<file path="config.mk">
export PLATFORM = sky130hd
export DESIGN_NAME = param_ping_pong_counter
export DESIGN_NICKNAME = d
export VERILOG_FILES = /design/src/rtl/param_ping_pong_counter.sv
export SDC_FILE = /design/constraint.sdc
export NUM_CORES = 1
export LEC_CHECK = 0
export ABC_AREA = 1
export BUFFER_PORTS_ARGS = -buffer_cell sky130_fd_sc_hd__buf_4
export CAP_MARGIN = 40
export CORE_MARGIN = 2
export CORE_UTILIZATION = 52
export CTS_CLUSTER_DIAMETER = 60
export CTS_CLUSTER_SIZE = 10
export DETAILED_ROUTE_END_ITERATION = 7
export GPL_TIMING_DRIVEN = 0
export PLACE_DENSITY = 0.79
export SYNTH_ARGS = -nofsm -noshare
export SYNTH_HDL_FRONTEND = slang
export SYNTH_SLANG_ARGS = --single-unit
</file>
<file path="constraint.sdc">
create_clock -name clk -period 2.27 [get_ports clk]
set_input_delay 0.3405 -clock clk [delete_from_list [all_inputs] [get_ports clk]]
set_output_delay 0.3405 -clock clk [all_outputs]
set_load 0.02 [all_outputs]
</file>
<file path="src/rtl/param_ping_pong_counter.sv">
// param_ping_pong_counter: up/down sweep between run-time bounds with flip, load and bounce pulse
module param_ping_pong_counter #(
  parameter int WIDTH = 4
) (
  input  logic             clk,
  input  logic             rst_n,
  input  logic             enable,
  input  logic             flip,
  input  logic [WIDTH-1:0] max,
  input  logic [WIDTH-1:0] min,
  input  logic             load,
  input  logic [WIDTH-1:0] load_val,
  output logic             direction,
  output logic [WIDTH-1:0] out,
  output logic             bounce
);
  logic             d;
  logic             valid;
  logic             step;
  logic             at_max;
  logic             at_min;
  logic             dir_nx;
  logic             bounce_nx;
  logic [WIDTH-1:0] out_nx;
  always_comb begin
    d         = direction ^ flip;
    valid     = (max > min) && (out >= min) && (out <= max);
    step      = !load && enable && valid;
    at_max    = d && (out == max);
    at_min    = !d && (out == min);
    bounce_nx = step && (at_max || at_min);
    dir_nx    = !step ? direction : at_max ? 1'b0 : at_min ? 1'b1 : d;
    out_nx    = load ? load_val :
                !step ? out :
                at_max ? max - WIDTH'(1) :
                at_min ? min + WIDTH'(1) :
                d ? out + WIDTH'(1) : out - WIDTH'(1);
  end
  always_ff @(posedge clk or negedge rst_n) begin
    if (!rst_n) begin
      out       <= '0;
      direction <= 1'b1;
      bounce    <= 1'b0;
    end else begin
      out       <= out_nx;
      direction <= dir_nx;
      bounce    <= bounce_nx;
    end
  end
endmodule

</file>
==> flow_metrics.py, run 1 <==
metrics = {
    "status": {
        "outcome": "finished, final reports clean",
    },
    "clock_network": {
        "path_clk_slew_ps": 50,
        "cts-root-buf": "clkbuf_4",
        "cts_max_level": 1,
        "cts_sinks": 6,
        "numCtsBuffers": 3,
        "cts_max_path_buffers": 2,
        "post-cts-setup-buffers": 0,
        "clk_latency_ps": 250,
        "cts_tree": "built",
    },
    "placed_design": {
        "port_buffers": 22,
        "placed_area_um2": 1080,
        "hpwlAfterDp_um": 1730,
        "gp_congestion": 0.828,
        "dpl_worst_slack_ps": 307,
    },
    "sta": {
        "fin_crit_sh_pct": 86.4,
        "max_freq_mhz": 510,
        "setup_violations": 0,
        "rsz0062_at_grt": "false",
        "fin_ws_ps": 309,
        "drv_slew": 0,
        "finalSetupTns_ps": 0,
        "finalCriticalPeriod_ps": 1960,
        "maxSlewHeadroom_pct": 81.7,
        "final_hold_viol_count": 0,
        "worstMarginPinSlew_ps": 273,
        "clock_skew_ps": 0.855,
    },
    "global_routing": {
        "overflow": 0,
        "grt_max_degree": 10,
        "grt_usage_pct": 23.5,
        "grt_pass1_wl_um": 3570,
        "antenna_found_initial": 0,
        "grt_pass1_vias": 853,
    },
    "routing": {
        "dr.pass1.iters": 4,
        "wire_per_inst_um": 11.4,
        "drt_iter0_markers": 12,
        "antenna_left": 0,
        "via_count": 937,
        "viasPerCell": 5.15,
        "wirelength_um": 2080,
        "drc": 0,
    },
    "worst_setup_path": {
        "worstSetupEndpointType": "flop",
        "required_ps": 2390,
        "worstPathArrival_ps": 2080,
        "crit_type": "reg -> reg",
        "cp_max_fo": 7,
        "crit_path_start_kind": "flop",
    },
    "synth": {
        "syn_nets": 170,
        "ys.warnings.count": 0,
        "ys_seq_area_share_pct": 16.9,
        "synth_cell_types": 22,
        "synth-edff-count": 0,
        "synthArstFlopShare_pct": 100,
        "netlist_area_um2": 897,
        "synth_area_leaders": "ha_1, nand2_1, dfrtp_1",
        "syn-mean-instance-area_um2": 6.50,
        "yosys_register_bits": 6,
        "synth_most_common_cell": "nand2_1",
        "ys_top_cells_by_count": "nand2_1, inv_1, ha_1",
        "synth_top_area_share_pct": 20.9,
        "synth_top_area_cell": "ha_1",
        "synth-main-ff-cell": "dfrtp_1",
        "postSynthCellCount": 138,
    },
    "final_layout": {
        "finalInstanceArea_um2": 1120,
        "postLayoutCoreUtil_pct": 67.0,
        "regArea_um2": 151,
        "final_nets": 198,
        "fill_cells": 145,
        "drive_above_1_share_pct": 24.2,
        "syn_to_final_growth_pct": 24.8,
        "num_antenna_cells": 0,
        "multiInputGateArea_um2": 652,
    },
    "floorplan": {
        "io_pins": 23,
        "fp.dieH_um": 45.5,
        "rows": 15,
        "core_area_um2": 1670,
        "die_area_um2": 2070,
        "die-width_um": 45.5,
        "initial_core_util_pct": 53.7,
    },
    "job": {
        "drv_cap": 0,
    },
    "pwr": {
        "power_leakage_nw": 0.647,
        "total_power_w": 0.000948,
        "ir_drop_v": 0.000744,
        "power_density_nw_per_um2": 846,
    },
    "hold_path": {
        "min_path_type": "in -> reg",
    },
}
[layer usage]
metal / wire length (um) / vias up / global-route usage (%)
met4: 0 / 0 / 2.35
met5: 0 / - / 0
met3: 88 / 0 / 5.56
li1: - / 503 / -
met1: 963 / 415 / 30.1
met2: 1030 / 19 / 40.8
[timing repair]
action                                 CTS  global route
endpoints found under the hold margin    5             0
gates resized for setup                  0             0
hold buffers                             1             0
[worst max-delay path, stage by stage, from the launching register on]
cell and delay, ps:
dfrtp_1 470, ha_1 330, nand2_1 70, nor2_2 240, nand2_1 200, nand2_1 90
o21ai_0 70, nand2_1 60, o211ai_1 80, o211ai_1 100, o21ai_0 120
[kinds of logic (layout without fill, tap and decap cells)]
logic type	count (synthesis)	in the layout	synth area share (%)
AND/OR/NAND/NOR	66	66	32.9
buffers and inverters	25	52	10.5
AO/OA/AOI/OAI	21	21	13.9
adder cells (fa/ha/maj)	15	15	20.9
flip-flops	6	6	16.9
XOR/XNOR	5	5	4.88
[through the flow]
stage | hold slack (ps) | std cells
after floorplan | 44.9 | 138
after global placement | 146 | 177
after detailed placement | 146 | 177
after CTS | 364 | 182
after global routing | 365 | 182
final | 368 | 182
[sequential cells by signal, indices dropped and copies added (netlist names)]
signal / flops
bounce: 1
direction: 1
out: 4
[final cells by class]
cell class,instances,share of cell area [%]
Tap cell,17,1.90
Clock buffer,4,2.35
Multi-Input combinational cell,107,58.2
Timing Repair Buffer,23,15.6
Sequential cell,6,13.5
Inverter,25,8.38
[path summary, 6_finish.rpt]
path,startpoint,endpoint,slack [ps],cells past startpoint
setup reg to reg,out[3],out[0],310,10
setup / recovery,out[3],out[0],310,10
max in group asynchronous,rst_n,direction,1650,2
hold reg to reg,direction,direction,530,2
min in group asynchronous,rst_n,out[2],430,2
hold / removal,load_val[1],out[1],370,3
[layout by cell type, fill, tap and decap left out, types with 3 or more instances in the layout]
| cell type | instances |
|---|---|
| o211ai_1 | 4 |
| nor2_1 | 9 |
| dfrtp_1 | 5 |
| nand2_2 | 5 |
| inv_1 | 20 |
| nand2_1 | 37 |
| nand3_1 | 11 |
| o21ai_0 | 5 |
| clkbuf_4 | 3 |
| xor2_1 | 5 |
| buf_4 | 22 |
| ha_1 | 15 |
| inv_2 | 4 |
| a21oi_1 | 6 |
[power breakdown]
group	total [W]	switching (W)	internal [W]
clock	0.000108	0.0000412	0.0000668
sequential	0.000205	0.0000594	0.000145
combinational	0.000635	0.000376	0.000259
total	0.000948	0.000476	0.000471
No activity file was read; power rests on OpenSTA's default activity.
==> run 2, diff against run 1 <==
CORE_UTILIZATION = 47   (was 52)
GPL_TIMING_DRIVEN = 1   (was 0)
PLACE_DENSITY = 0.75   (was 0.79)
clock period = 1.6 ns   (was 2.27 ns; I/O delays follow)
==> run 2 against run 1 <==
  * The run now ends with negative setup slack left
  * Wire length up 40%
  * Global-route usage up 3.7 points
  * Register-to-register slack worse by 500 ps
  * Final cell count up 21%
  * Fmax up 9.7%
  * Via count up 21%
  * Largest cell class unchanged
==> flow_metrics.py, run 2 (same netlist as run 1, synthesis figures left out) <==
metrics = {
    "pwr": {
        "p_comb_share_pct": 75.3,
        "internal_power_w": 0.000967,
        "swShare_pct": 47.3,
        "power_leakage_nw": 0.807,
        "power_density_nw_per_um2": 1210,
        "switchingPower_w": 0.000867,
        "power_frac_clock_pct": 8.5,
        "seqPwrFrac_pct": 16.1,
        "ir_drop_v": 0.000762,
    },
    "global_routing": {
        "grt_pass1_vias": 1031,
        "grt_usage_pct": 27.2,
        "overflow": 0,
        "antenna_found_initial": 0,
        "grt_pass1_wl_um": 4310,
        "grt_max_degree": 9,
    },
    "sta": {
        "fin_crit_sh_pct": 112,
        "worstMarginPinSlew_ps": 269,
        "final_hold_viol_count": 0,
        "setup_violations": 6,
        "rsz0062_at_grt": "true",
        "drv_slew": 0,
        "holdWs_ps": 272,
        "fin_ws_ps": -188,
        "finalSetupTns_ps": -991,
        "maxSlewHeadroom_pct": 82.0,
        "max_freq_mhz": 559,
        "clock_skew_ps": 6.32,
        "finalCriticalPeriod_ps": 1790,
    },
    "worst_setup_path": {
        "worstSetupEndpointType": "flop",
        "timing.rr.end": "direction",
        "cp_max_fo": 4,
        "crit_path_start_kind": "flop",
        "regToRegSetupSlack_ps": -190,
        "worstPathArrival_ps": 1950,
        "required_ps": 1770,
        "crit_type": "reg -> reg",
        "rr_startpoint": "out[2]",
        "rr_worst_depth": 9,
    },
    "routing": {
        "wirelength_um": 2920,
        "drt_iter0_markers": 20,
        "dr.pass1.iters": 4,
        "drc": 0,
        "via_count": 1135,
        "wire_per_inst_um": 13.2,
        "viasPerCell": 5.14,
        "antenna_left": 0,
    },
    "final_layout": {
        "fill_cells": 117,
        "largest_reg_flops": 4,
        "drive_above_1_share_pct": 49.5,
        "num_antenna_cells": 0,
        "reg.largest.list": "out (4), bounce (1), direction (1)",
        "final_nets": 229,
        "syn_to_final_growth_pct": 68.8,
        "regMostFlops": "out",
        "final_common_cell": "buf_4",
        "most-common-layout-cells": "buf_4, nand2_1, inv_1",
    },
    "clock_network": {
        "cts_sinks": 6,
        "numCtsBuffers": 3,
        "cts-root-buf": "clkbuf_4",
        "cts_tree": "built",
        "clk_latency_ps": 240,
        "cts_max_path_buffers": 2,
        "path_clk_slew_ps": 60,
        "cts_max_level": 1,
    },
    "floorplan": {
        "fp.dieH_um": 47.7,
        "die-width_um": 47.7,
        "initial_core_util_pct": 50.9,
        "io_pins": 23,
        "core_area_um2": 1760,
        "die_area_um2": 2270,
        "rows": 15,
    },
    "status": {
        "violations": "negative setup slack",
        "outcome": "complete, but fails checks",
    },
    "hold_path": {
        "hold_path_end": "out[1]",
        "hp-start": "load_val[1]",
        "hold_depth": 3,
        "min_path_type": "in -> reg",
    },
    "job": {
        "drv_cap": 0,
    },
    "placed_design": {
        "hpwlAfterDp_um": 2370,
        "port_buffers": 22,
        "gp_congestion": 0.946,
    },
}
[run 2: changes by cell type in the layout (fill, tap and decap cells not counted), moves of 3 or more]
cell     previous run  this run
buf_4              22        50
buf_6               0         3
dfrtp_1             5         1
dfrtp_2             0         4
ha_1               15         8
ha_4                0         6
nand2_1            37        30
nand2_2             5        11
nand3_1            11         8
nand3_2             0         3
o21ai_0             5         2
[run 2: area by class of cell]
type | count | area [um^2] | share of cell area, %
clock buffer | 4 | 26.3 | 1.74
multi-input combinational | 107 | 785 | 51.8
sequential | 6 | 156 | 10.3
timing repair buffer | 54 | 419 | 27.7
tap | 25 | 31.3 | 2.07
inverter | 25 | 96.3 | 6.36
[run 2: worst max-delay path: stages (launching register included)]
cell and delay (ps):
dfrtp_2 450, ha_1 290, nand2_1 120, nor2_1 70, o22ai_1 170, nand4_2 180, buf_4 180, buf_6 110
nand2_1 80, o21ai_2 50
[run 2: how the worst max path moves through the flow]
stage	from	to	slack, ps	cells past startpoint
floorplan	direction	out[2]	-90	14
detailed placement	direction	out[2]	-160	15
CTS	out[1]	out[2]	-130	11
finish	out[2]	direction	-190	9
global placement	direction	out[2]	-110	14
global route	out[3]	direction	-250	10
[run 2: stage by stage]
| stage | util (%) | cell area [um^2] | std cells | setup slack, ps | power (W) |
|---|---|---|---|---|---|
| global placement | 78.0 | 1380 | 212 | -112 | 0.00147 |
| detailed placement | 78.0 | 1380 | 212 | -162 | 0.00153 |
| floorplan | - | 977 | 138 | -93.4 | 0.00102 |
| global route | 85.8 | 1510 | 221 | -254 | 0.00198 |
| finish | 85.8 | 1510 | 221 | -188 | 0.00183 |
| CTS | 83.8 | 1480 | 219 | -128 | 0.00178 |
[run 2: timing repair]
item                                   4_1_cts  5_1_grt
hold buffers                                 1        0
buffers inserted                             2        2
setup endpoints to repair                    6        6
pin swaps                                   11        2
endpoints found under the hold margin        6        0
gates resized for setup                     11        7
[run 2: layer usage]
layer	vias up	GRT usage [%]	routed length (um)
met2	35	49.1	1480
li1	567	-	-
met3	12	5.66	132
met5	-	0	0
met4	0	6.49	78
met1	521	32.6	1240
[run 2: power groups by stage]
stage | combinational, W | clock [W] | sequential [W]
after global placement | 0.00119 | 0 | 0.000281
final | 0.00138 | 0.000157 | 0.000295
after CTS | 0.00133 | 0.000157 | 0.000292
after floorplan | 0.000673 | 0 | 0.000347
after detailed placement | 0.00124 | 0 | 0.000284
after global routing | 0.00151 | 0.000172 | 0.000298
